[src/rtl/decode_ctrl_pkg.sv]
// decode_ctrl_pkg: shared definitions for the decode/hazard controller.
//   - opcode constants and instruction-field bit positions
//   - instruction-class enum and opcode-to-class helper
//   - pipeline control word {valid, we, rd}
//   - src_hit helper: does a source register collide with a stage writer
package decode_ctrl_pkg;

   localparam logic [5:0] OP_RTYPE  = 6'h00;
   localparam logic [5:0] OP_IALU   = 6'h08;
   localparam logic [5:0] OP_LOAD   = 6'h23;
   localparam logic [5:0] OP_STORE  = 6'h2B;
   localparam logic [5:0] OP_BRANCH = 6'h04;
   localparam logic [5:0] OP_NOP    = 6'h3F;

   localparam int unsigned OPC_HI = 31;
   localparam int unsigned OPC_LO = 26;
   localparam int unsigned RS1_HI = 25;
   localparam int unsigned RS1_LO = 21;
   localparam int unsigned RS2_HI = 20;
   localparam int unsigned RS2_LO = 16;
   localparam int unsigned RD_HI  = 15;
   localparam int unsigned RD_LO  = 11;

   typedef enum logic [2:0] {
      CLS_RTYPE,
      CLS_IALU,
      CLS_LOAD,
      CLS_STORE,
      CLS_BRANCH,
      CLS_NOP,
      CLS_UNKNOWN
   } instr_class_t;

   typedef struct packed {
      logic       valid;
      logic       we;
      logic [4:0] rd;
   } ctrl_word_t;

   function automatic instr_class_t opcode_class(input logic [5:0] opcode);
      instr_class_t cls;
      case (opcode)
         OP_RTYPE:  cls = CLS_RTYPE;
         OP_IALU:   cls = CLS_IALU;
         OP_LOAD:   cls = CLS_LOAD;
         OP_STORE:  cls = CLS_STORE;
         OP_BRANCH: cls = CLS_BRANCH;
         OP_NOP:    cls = CLS_NOP;
         default:   cls = CLS_UNKNOWN;
      endcase
      return cls;
   endfunction

   // r0 never hazards; writers to r0 already carry we=0.
   function automatic logic src_hit(input logic [4:0] src, input ctrl_word_t w);
      return (src != 5'd0) && w.valid && w.we && (w.rd == src);
   endfunction

endpackage

[src/rtl/decode_ctrl_if.sv]
// decode_ctrl_if: fetch/decode-side bus of the decode controller.
//   master (fetch/bench): drives ir_valid, ir_in, flush
//   slave  (decode_ctrl): drives id_ready, the three operand latch enables,
//                         rf_we / rf_wr_addr (WB stage) and stall_cnt
// INSTR_W and CNT_W must match the parameters of the attached decode_ctrl.
interface decode_ctrl_if #(
   parameter int unsigned INSTR_W = 32,
   parameter int unsigned CNT_W   = 32
);
   logic               ir_valid;
   logic [INSTR_W-1:0] ir_in;
   logic               flush;
   logic               id_ready;
   logic               rega_latch_en;
   logic               regb_latch_en;
   logic               regimm_latch_en;
   logic               rf_we;
   logic [4:0]         rf_wr_addr;
   logic [CNT_W-1:0]   stall_cnt;

   modport master (
      output ir_valid, ir_in, flush,
      input  id_ready, rega_latch_en, regb_latch_en, regimm_latch_en,
             rf_we, rf_wr_addr, stall_cnt
   );

   modport slave (
      input  ir_valid, ir_in, flush,
      output id_ready, rega_latch_en, regb_latch_en, regimm_latch_en,
             rf_we, rf_wr_addr, stall_cnt
   );
endinterface

[src/rtl/decode_ctrl_classify.sv]
// decode_ctrl_classify: purely combinational opcode decoder.
//   opcode    in  6  opcode field of the decode instruction
//   reads_rs1 out 1  instruction reads rs1
//   reads_rs2 out 1  instruction reads rs2
//   writes_rd out 1  instruction writes its destination
//   uses_imm  out 1  instruction needs the immediate register
module decode_ctrl_classify
   import decode_ctrl_pkg::*;
(
   input  logic [5:0] opcode,
   output logic       reads_rs1,
   output logic       reads_rs2,
   output logic       writes_rd,
   output logic       uses_imm
);

   instr_class_t cls;

   always_comb begin
      cls       = opcode_class(opcode);
      reads_rs1 = 1'b0;
      reads_rs2 = 1'b0;
      writes_rd = 1'b0;
      uses_imm  = 1'b0;
      case (cls)
         CLS_RTYPE: begin
            reads_rs1 = 1'b1;
            reads_rs2 = 1'b1;
            writes_rd = 1'b1;
         end
         CLS_IALU, CLS_LOAD: begin
            reads_rs1 = 1'b1;
            writes_rd = 1'b1;
            uses_imm  = 1'b1;
         end
         CLS_STORE, CLS_BRANCH: begin
            reads_rs1 = 1'b1;
            reads_rs2 = 1'b1;
            uses_imm  = 1'b1;
         end
         // NOP and unknown opcodes behave identically: no operands at all.
         default: ;
      endcase
   end

endmodule

[src/rtl/decode_ctrl.sv]
// decode_ctrl: in-order decode stage controller with hazard stall, no forwarding.
//   clk  in  rising-edge clock
//   rst  in  asynchronous active-high reset
//   bus  decode_ctrl_if.slave:
//        ir_valid/ir_in/flush in; id_ready, rega/regb/regimm_latch_en,
//        rf_we/rf_wr_addr (WB stage), stall_cnt (saturating) out
// Holds the EX/MEM/WB control-word registers and the stall counter.
module decode_ctrl
   import decode_ctrl_pkg::*;
#(
   parameter int unsigned INSTR_W = 32,
   parameter int unsigned CNT_W   = 32
) (
   input logic         clk,
   input logic         rst,
   decode_ctrl_if.slave bus
);

   logic [INSTR_W-1:0] ir;
   logic [5:0]         opcode;
   logic [4:0]         rs1;
   logic [4:0]         rs2;
   logic [4:0]         rd;
   logic               reads_rs1;
   logic               reads_rs2;
   logic               writes_rd;
   logic               uses_imm;
   logic               hazard;
   logic               issue;
   logic               stall;
   logic               unused_bits;

   ctrl_word_t         ex_q;
   ctrl_word_t         mem_q;
   ctrl_word_t         wb_q;
   ctrl_word_t         ex_next;
   logic [CNT_W-1:0]   stall_cnt_q;

   assign ir          = bus.ir_in;
   assign unused_bits = ^ir;
   assign opcode      = ir[OPC_HI:OPC_LO];
   assign rs1         = ir[RS1_HI:RS1_LO];
   assign rs2         = ir[RS2_HI:RS2_LO];
   assign rd          = (opcode == OP_RTYPE) ? ir[RD_HI:RD_LO] : ir[RS2_HI:RS2_LO];

   decode_ctrl_classify u_classify (
      .opcode    (opcode),
      .reads_rs1 (reads_rs1),
      .reads_rs2 (reads_rs2),
      .writes_rd (writes_rd),
      .uses_imm  (uses_imm)
   );

   // WB is included: the RF is not guaranteed write-first.
   always_comb begin
      hazard = (reads_rs1 && (src_hit(rs1, ex_q) || src_hit(rs1, mem_q) || src_hit(rs1, wb_q)))
            || (reads_rs2 && (src_hit(rs2, ex_q) || src_hit(rs2, mem_q) || src_hit(rs2, wb_q)));
      issue  = bus.ir_valid && !hazard && !bus.flush;
      stall  = bus.ir_valid && hazard && !bus.flush;

      ex_next = '0;
      if (issue) begin
         ex_next.valid = 1'b1;
         ex_next.we    = writes_rd && (rd != 5'd0);
         ex_next.rd    = ex_next.we ? rd : 5'd0;
      end
   end

   // flush squashes the word leaving EX; words already in MEM/WB proceed.
   always_ff @(posedge clk or posedge rst) begin
      if (rst) begin
         ex_q        <= '0;
         mem_q       <= '0;
         wb_q        <= '0;
         stall_cnt_q <= '0;
      end else begin
         ex_q  <= ex_next;
         mem_q <= bus.flush ? '0 : ex_q;
         wb_q  <= mem_q;
         if (stall && !(&stall_cnt_q)) begin
            stall_cnt_q <= stall_cnt_q + CNT_W'(1);
         end
      end
   end

   assign bus.id_ready        = issue;
   assign bus.rega_latch_en   = issue && reads_rs1;
   assign bus.regb_latch_en   = issue && reads_rs2;
   assign bus.regimm_latch_en = issue && uses_imm;
   assign bus.rf_we           = wb_q.valid && wb_q.we;
   assign bus.rf_wr_addr      = wb_q.rd;
   assign bus.stall_cnt       = stall_cnt_q;

endmodule

[src/flat_wrapper.sv]
// flat-port wrapper written by rule: the top's interface ports become plain ports
module decode_ctrl_flat import decode_ctrl_pkg::*;
#(
   parameter int unsigned INSTR_W = 32,
   parameter int unsigned CNT_W   = 32
)
  (clk, rst, bus_ir_valid, bus_ir_in, bus_flush, bus_id_ready, bus_rega_latch_en, bus_regb_latch_en, bus_regimm_latch_en, bus_rf_we, bus_rf_wr_addr, bus_stall_cnt);
  decode_ctrl_if #(.INSTR_W(INSTR_W), .CNT_W(CNT_W)) bus_i ();
  input logic clk;
  input logic rst;
  input wire logic [$bits(bus_i.ir_valid)-1:0] bus_ir_valid;
  input wire logic [$bits(bus_i.ir_in)-1:0] bus_ir_in;
  input wire logic [$bits(bus_i.flush)-1:0] bus_flush;
  output wire logic [$bits(bus_i.id_ready)-1:0] bus_id_ready;
  output wire logic [$bits(bus_i.rega_latch_en)-1:0] bus_rega_latch_en;
  output wire logic [$bits(bus_i.regb_latch_en)-1:0] bus_regb_latch_en;
  output wire logic [$bits(bus_i.regimm_latch_en)-1:0] bus_regimm_latch_en;
  output wire logic [$bits(bus_i.rf_we)-1:0] bus_rf_we;
  output wire logic [$bits(bus_i.rf_wr_addr)-1:0] bus_rf_wr_addr;
  output wire logic [$bits(bus_i.stall_cnt)-1:0] bus_stall_cnt;
  assign bus_i.ir_valid = bus_ir_valid;
  assign bus_i.ir_in = bus_ir_in;
  assign bus_i.flush = bus_flush;
  assign bus_id_ready = bus_i.id_ready;
  assign bus_rega_latch_en = bus_i.rega_latch_en;
  assign bus_regb_latch_en = bus_i.regb_latch_en;
  assign bus_regimm_latch_en = bus_i.regimm_latch_en;
  assign bus_rf_we = bus_i.rf_we;
  assign bus_rf_wr_addr = bus_i.rf_wr_addr;
  assign bus_stall_cnt = bus_i.stall_cnt;
  decode_ctrl #(.INSTR_W(INSTR_W), .CNT_W(CNT_W)) u_core (.clk(clk), .rst(rst), .bus(bus_i));
endmodule
[config.mk]
export PLATFORM = sky130hd
export DESIGN_NAME = decode_ctrl_flat
export DESIGN_NICKNAME = d
export VERILOG_FILES = /design/src/rtl/decode_ctrl_pkg.sv /design/src/rtl/decode_ctrl_if.sv /design/src/rtl/decode_ctrl_classify.sv /design/src/rtl/decode_ctrl.sv /design/src/flat_wrapper.sv
export SDC_FILE = /design/constraint.sdc
export NUM_CORES = 1
export LEC_CHECK = 0
export CAP_MARGIN = 5
export CORE_MARGIN = 5
export CORE_UTILIZATION = 45
export DETAILED_ROUTE_END_ITERATION = 6
export DONT_BUFFER_PORTS = 1
export GPL_ROUTABILITY_DRIVEN = 0
export PLACE_DENSITY = 0.68
export SETUP_SLACK_MARGIN = 0.05
export SYNTH_ARGS = -nofsm -noshare
export SYNTH_HDL_FRONTEND = slang
export SYNTH_HIERARCHICAL = 1
export SYNTH_SLANG_ARGS = --single-unit
[constraint.sdc]
create_clock -name clk -period 4.7 [get_ports clk]
set_input_delay 0.94 -clock clk [delete_from_list [all_inputs] [get_ports clk]]
set_output_delay 0.94 -clock clk [all_outputs]
set_load 0.02 [all_outputs]
; Word level (Yosys, flattened, before mapping)
; Cells that the tools add are included.
[word_totals]
reg_bits = 53
input_bits = 36
output_inout_bits = 42
[classes]
n_addsub = 1
n_eq_ne = 15
n_mux = 9
n_reduce_logical = 48
[op_table]
columns = cell, count
row1 = $add A32 B1 Y32 const B, 1
row2 = $reduce_and A32 Y1, 1
row3 = $eq A5 B5 Y1, 6
row4 = $logic_and A1 B1 Y1, 30
row5 = $eq A6 B6 Y1 const B, 3
row6 = $pmux W3 S6, 1
row7 = $reduce_bool A5 Y1, 3
row8 = $mux W7, 2
row9 = $mux W5, 2
row10 = $eq A3 B2 Y1 const B, 2
row11 = $eq A6 B3 Y1 const B, 1
row12 = $eq A6 B4 Y1 const B, 1
row13 = $logic_not A6 Y1, 1
row14 = $reduce_or A3 Y1, 2
row15 = $logic_or A1 B1 Y1, 5
row16 = $reduce_or A5 Y1, 1
row17 = $mux W1, 4
row18 = $reduce_or A4 Y1, 1
row19 = $eq A3 B1 Y1 const B, 1
row20 = $eq A3 B3 Y1 const B, 1
row21 = $logic_not A1 Y1, 3
row22 = $logic_not A3 Y1, 1

; Logic depth before layout (Yosys ltp)
[depth]
word_depth = 12
mapped_depth = 10
depth_no_buf = 8

; Hierarchy
; Netlist, hierarchy kept.
[modules_own_cells]
columns = module, instances, cells_per_inst, area_each_um2
row1 = decode_ctrl, 1, 244, 2707.6
row2 = decode_ctrl_classify, 1, 12, 97.6

; Worst setup path before layout
; No wires, ideal clock.
[synth_timing]
path_type = input -> output
startpoint = input bus_ir_in[21]
endpoint = output bus_rega_latch_en
t_arrival_ns = 2.768
t_required_ns = 3.760
slack_ns = 0.992
path_stages = 5
path_cell_list = or4_1 -> o21ai_0 -> a31oi_1 -> a311oi_1 -> and2_1
[synth_between]
elab_chain_len = 12
elab_cells_between_ends = 21
[synth_rtl]
columns = element, line_no
row1 = from (decl), flat_wrapper.sv:12  ; input wire logic [$bits(bus_i.ir_in)-1:0] bus_ir_in;
row2 = $reduce_bool A5 Y1, decode_ctrl_pkg.sv:56  ; return (src != 5'd0) && w.valid && w.we && (w.rd == src);
row3 = $logic_and A1 B1 Y1 (3 in a row), decode_ctrl_pkg.sv:56
row4 = $logic_or A1 B1 Y1, decode_ctrl.sv:56  ; hazard = (reads_rs1 && (src_hit(rs1, ex_q) || src_hit(rs1, mem_q) || src_hit(rs1, wb_q)))
row5 = $logic_or A1 B1 Y1 (*), decode_ctrl.sv:56
row6 = $logic_and A1 B1 Y1 (*), decode_ctrl.sv:56
row7 = $logic_or A1 B1 Y1 (*), decode_ctrl.sv:57  ; || (reads_rs2 && (src_hit(rs2, ex_q) || src_hit(rs2, mem_q) || src_hit(rs2, wb_q)));
row8 = $logic_not A1 Y1 (*), decode_ctrl.sv:58  ; issue = bus.ir_valid && !hazard && !bus.flush;
row9 = $logic_and A1 B1 Y1 (*) (2 in a row), decode_ctrl.sv:58
row10 = named net bus_id_ready, flat_wrapper.sv:14  ; output wire logic [$bits(bus_i.id_ready)-1:0] bus_id_ready;
row11 = $logic_and A1 B1 Y1 (*), decode_ctrl.sv:87  ; assign bus.rega_latch_en = issue && reads_rs1;
row12 = to (decl), flat_wrapper.sv:15  ; output wire logic [$bits(bus_i.rega_latch_en)-1:0] bus_rega_latch_en;
; Mark *: on every way through the listed nets, which the timed path passes. The rest lies on a longest branch.

; Worst setup path after layout
[layout_timing]
startpoint = input bus_ir_in[26]
endpoint = output bus_regimm_latch_en
[layout_between]
elab_chain_len = 11
elab_cells_between_ends = 25
[layout_rtl]
columns = element, line_no
row1 = $eq A6 B6 Y1 (tied with other cells), decode_ctrl_pkg.sv:42  ; case (opcode)
row2 = $pmux W3 S6 (*), decode_ctrl_pkg.sv:42
row3 = $eq A3 B2 Y1 (tied with other cells), decode_ctrl_classify.sv:25  ; case (cls)
row4 = $reduce_or A5 Y1 (no line) (*), n/a
row5 = $mux W1 (*), decode_ctrl_classify.sv:25
row6 = named net u_core.reads_rs1, decode_ctrl.sv:24  ; logic reads_rs1;
row7 = $logic_and A1 B1 Y1 (*), decode_ctrl.sv:56
row8 = $logic_or A1 B1 Y1 (*), decode_ctrl.sv:57
row9 = $logic_not A1 Y1 (*), decode_ctrl.sv:58
row10 = $logic_and A1 B1 Y1 (*) (2 in a row), decode_ctrl.sv:58
row11 = $logic_and A1 B1 Y1 (*), decode_ctrl.sv:89  ; assign bus.regimm_latch_en = issue && uses_imm;
row12 = to (decl), flat_wrapper.sv:17  ; output wire logic [$bits(bus_i.regimm_latch_en)-1:0] bus_regimm_latch_en;
; Marked as above.

==> impl_metrics.json <==
{
  "finalSetupViolations": 0,
  "synth_top_cell_by_area": "dfrtp_1",
  "tightest_slew_ns": 1.07,
  "rsz0062_at_grt": "false",
  "switching_share_pct": 19.5,
  "cp_max_fo": 6,
  "gr-total-overflow": 0,
  "hp-class": "reg2reg",
  "combPwrFrac_pct": 3.9,
  "yosys_warnings": 6,
  "fmax_ghz": 0.301,
  "grt_pass1_wl_mm": 9.39,
  "worstSetupStartpoint": "bus_ir_in[26]",
  "hold_violations": 0,
  "io_pins": 78,
  "p_sw_mw": 0.165,
  "p_seq_share_pct": 54.1,
  "port_buffers": 0,
  "layout_worst_path_cycle_share_pct": 70.8,
  "max_cap_viol_count": 0,
  "postSynthNetCount": 293,
  "antenna_cells": 0,
  "syn_to_final_growth_pct": 5.66,
  "clkPwrFrac_pct": 42.0,
  "worstSkewPairLatency_ns": 0.31,
  "finish.cell_count_without_fillers": 329,
  "ctsResizeCount": 0,
  "drive_above_1_share_pct": 10.2,
  "core_area_mm2": 0.00599,
  "r2r_cells": 8,
  "ctsHoldBuffers": 0,
  "setup.worst_path.end": "bus_regimm_latch_en",
  "start_kind": "input pin",
  "p_total_mw": 0.848,
  "slew_violations": 0,
  "ys_seq_area_share_pct": 47.3,
  "drt_iter0_markers": 73,
  "synth_commonest_cells": "dfrtp_1 (53), xnor2_1 (34), xor2_1 (28)",
  "die_h_um": 89.0,
  "reg2reg_from": "u_core/bus.rf_wr_addr[0]$_DFF_PP0_",
  "grt_pass1_vias": 2001,
  "start_util_pct": 46.8,
  "cts_root_buf": "clkbuf_8",
  "synth_top_area_share_pct": 47.3,
  "synth_area_per_cell_um2": 11.0,
  "htreeDepth": 2,
  "dp_slack_ns": 1.33,
  "global_route.usage.total_pct": 15.5,
  "leakagePower_nw": 1.40,
  "cts_tree": "built",
  "drtAntennaViolNets": 0,
  "crit_path_end_kind": "primary output",
  "crit_type": "in2out",
  "synthCells": 256,
  "cts_setup_buffers": 0,
  "wirelength_mm": 5.79,
  "cts_buffers": 5,
  "drc": 0,
  "vdd_drop_max_v": 0.000160,
  "dpl_cell_area_mm2": 0.00283,
  "fin_tns_setup_ns": 0,
  "regToRegEndpoint": "u_core/bus.stall_cnt[1]$_DFFE_PP0P_",
  "cts_max_path_buffers": 2,
  "cts_num_sinks": 53,
  "powerDensity_mw_per_mm2": 286,
  "vias_per_cell": 5.54,
  "synth_seq_cells": 53,
  "antenna_found_initial": 0,
  "vias": 1822,
  "reg2reg_slack_ns": 2.14,
  "synth-edff-count": 0,
  "required_ns": 3.76,
  "wl_per_cell_um": 17.6,
  "final_nets": 290,
  "place_hpwl_mm": 4.30,
  "core.rowCount": 28,
  "synth_cell_type_count": 44,
  "synthArstFlopShare_pct": 100,
  "p_int_mw": 0.683,
  "fp.dieW_um": 89.0,
  "dp_cells": 321,
  "clkTransAtPathRegs_ns": 0.09,
  "synth_area_leaders": "dfrtp_1 (47%), xnor2_1 (11%), xor2_1 (8.7%)",
  "fin_ws_ns": 1.37,
  "outcome": "finished, final reports clean",
  "dr.pass1.iters": 4,
  "slew_headroom_pct": 28.5,
  "grt_max_degree": 54,
  "synth-main-ff-cell": "dfrtp_1",
  "syn_area_mm2": 0.00281,
  "dieArea_mm2": 0.00791,
  "fin_skew_ns": 0.00971,
  "cp_data_arrival_time_ns": 2.39,
  "period_minus_slack_ns": 3.33,
  "fin_area_mm2": 0.00296,
  "synth_most_common_cell": "dfrtp_1"
}
-- cells by family (layout without fill, tap and decap cells) --
family                   Yosys count  in the layout  share of synthesized area, %
multiplexers                       6              6                          2.19
AND/OR/NAND/NOR                  109            109                          24.1
buffers and inverters             14             12                          3.26
AO/OA/AOI/OAI                     11             11                          3.39
adder cells (fa/ha/maj)            1              1                         0.446
XOR/XNOR                          62             62                          19.4
flip-flops                        53             53                          47.3
-- layout by cell type (no fill, tap or decap), drive strengths merged, types with 7 or more instances in the layout --
| cell | synthesis | layout |
|---|---|---|
| nand2 | 13 | 13 |
| xor2 | 28 | 28 |
| nor2b | 8 | 8 |
| and3 | 12 | 12 |
| nand4 | 15 | 15 |
| nor2 | 12 | 12 |
| dfrtp | 53 | 53 |
| and2 | 7 | 7 |
| xnor2 | 34 | 34 |
| nor4 | 8 | 8 |
| nand3 | 19 | 19 |
-- through the flow --
| stage | hold slack [ns] | utilization [%] |
|---|---|---|
| after floorplan | 0.373 | - |
| after global placement | 0.394 | 47.2 |
| after detailed placement | 0.399 | 47.2 |
| after CTS | 0.419 | 49.5 |
| after global routing | 0.444 | 49.5 |
| final | 0.415 | 49.5 |
-- worst min-delay path by stage --
| stage | to | from | cells past startpoint | slack [ns] |
|---|---|---|---|---|
| global route | u_core/wb_q[5]$_DFF_PP0_ | u_core/mem_q[5]$_DFF_PP0_ | 0 | 0.44 |
| CTS | u_core/wb_q[5]$_DFF_PP0_ | u_core/mem_q[5]$_DFF_PP0_ | 0 | 0.42 |
| detailed placement | u_core/wb_q[5]$_DFF_PP0_ | u_core/mem_q[5]$_DFF_PP0_ | 0 | 0.40 |
| floorplan | u_core/wb_q[6]$_DFF_PP0_ | u_core/mem_q[6]$_DFF_PP0_ | 0 | 0.37 |
| finish | u_core/wb_q[5]$_DFF_PP0_ | u_core/mem_q[5]$_DFF_PP0_ | 0 | 0.41 |
| global placement | u_core/wb_q[5]$_DFF_PP0_ | u_core/mem_q[5]$_DFF_PP0_ | 0 | 0.39 |
-- registers in the layout (all words and copies together), names as in the netlist --
name	cells
u_core/bus.rf_wr_addr	5
u_core/bus.stall_cnt	32
u_core/ex_q	7
u_core/mem_q	7
u_core/wb_q	2
-- cell type report --
cell class | instances | area [um^2]
fillers | 541 | 3030
multi-input cells | 189 | 1390
flip-flops and latches | 53 | 1330
well taps | 75 | 93.8
clock buffers | 5 | 68.8
clock inverters | 3 | 65.1
repair buffers | 2 | 15.0
inverters | 2 | 7.51
-- critical path, cell delays in order --
cell and delay (ns):
or3_4 0.37, o22ai_1 0.22, o21ai_0 0.14, a31oi_1 0.22
a311oi_1 0.07, buf_4 0.19, and2_1 0.23
-- power groups by stage --
stage	registers [mW]	clock network (mW)	logic, mW
finish	0.459	0.356	0.0333
global route	0.459	0.386	0.0381
CTS	0.459	0.367	0.0343
detailed placement	0.468	0	0.0342
global placement	0.468	0	0.0335
floorplan	0.467	0	0.0309
-- metal layers --
metal  up-vias  global-route usage (%)  wire (um)
met5         -                       0          0
met4         0                    4.19         79
met3         6                    6.64        521
met2        49                    25.3       2890
met1       889                    18.9       2300
li1        878                       -          -
Note: power is estimated with default switching activity, not from simulation.
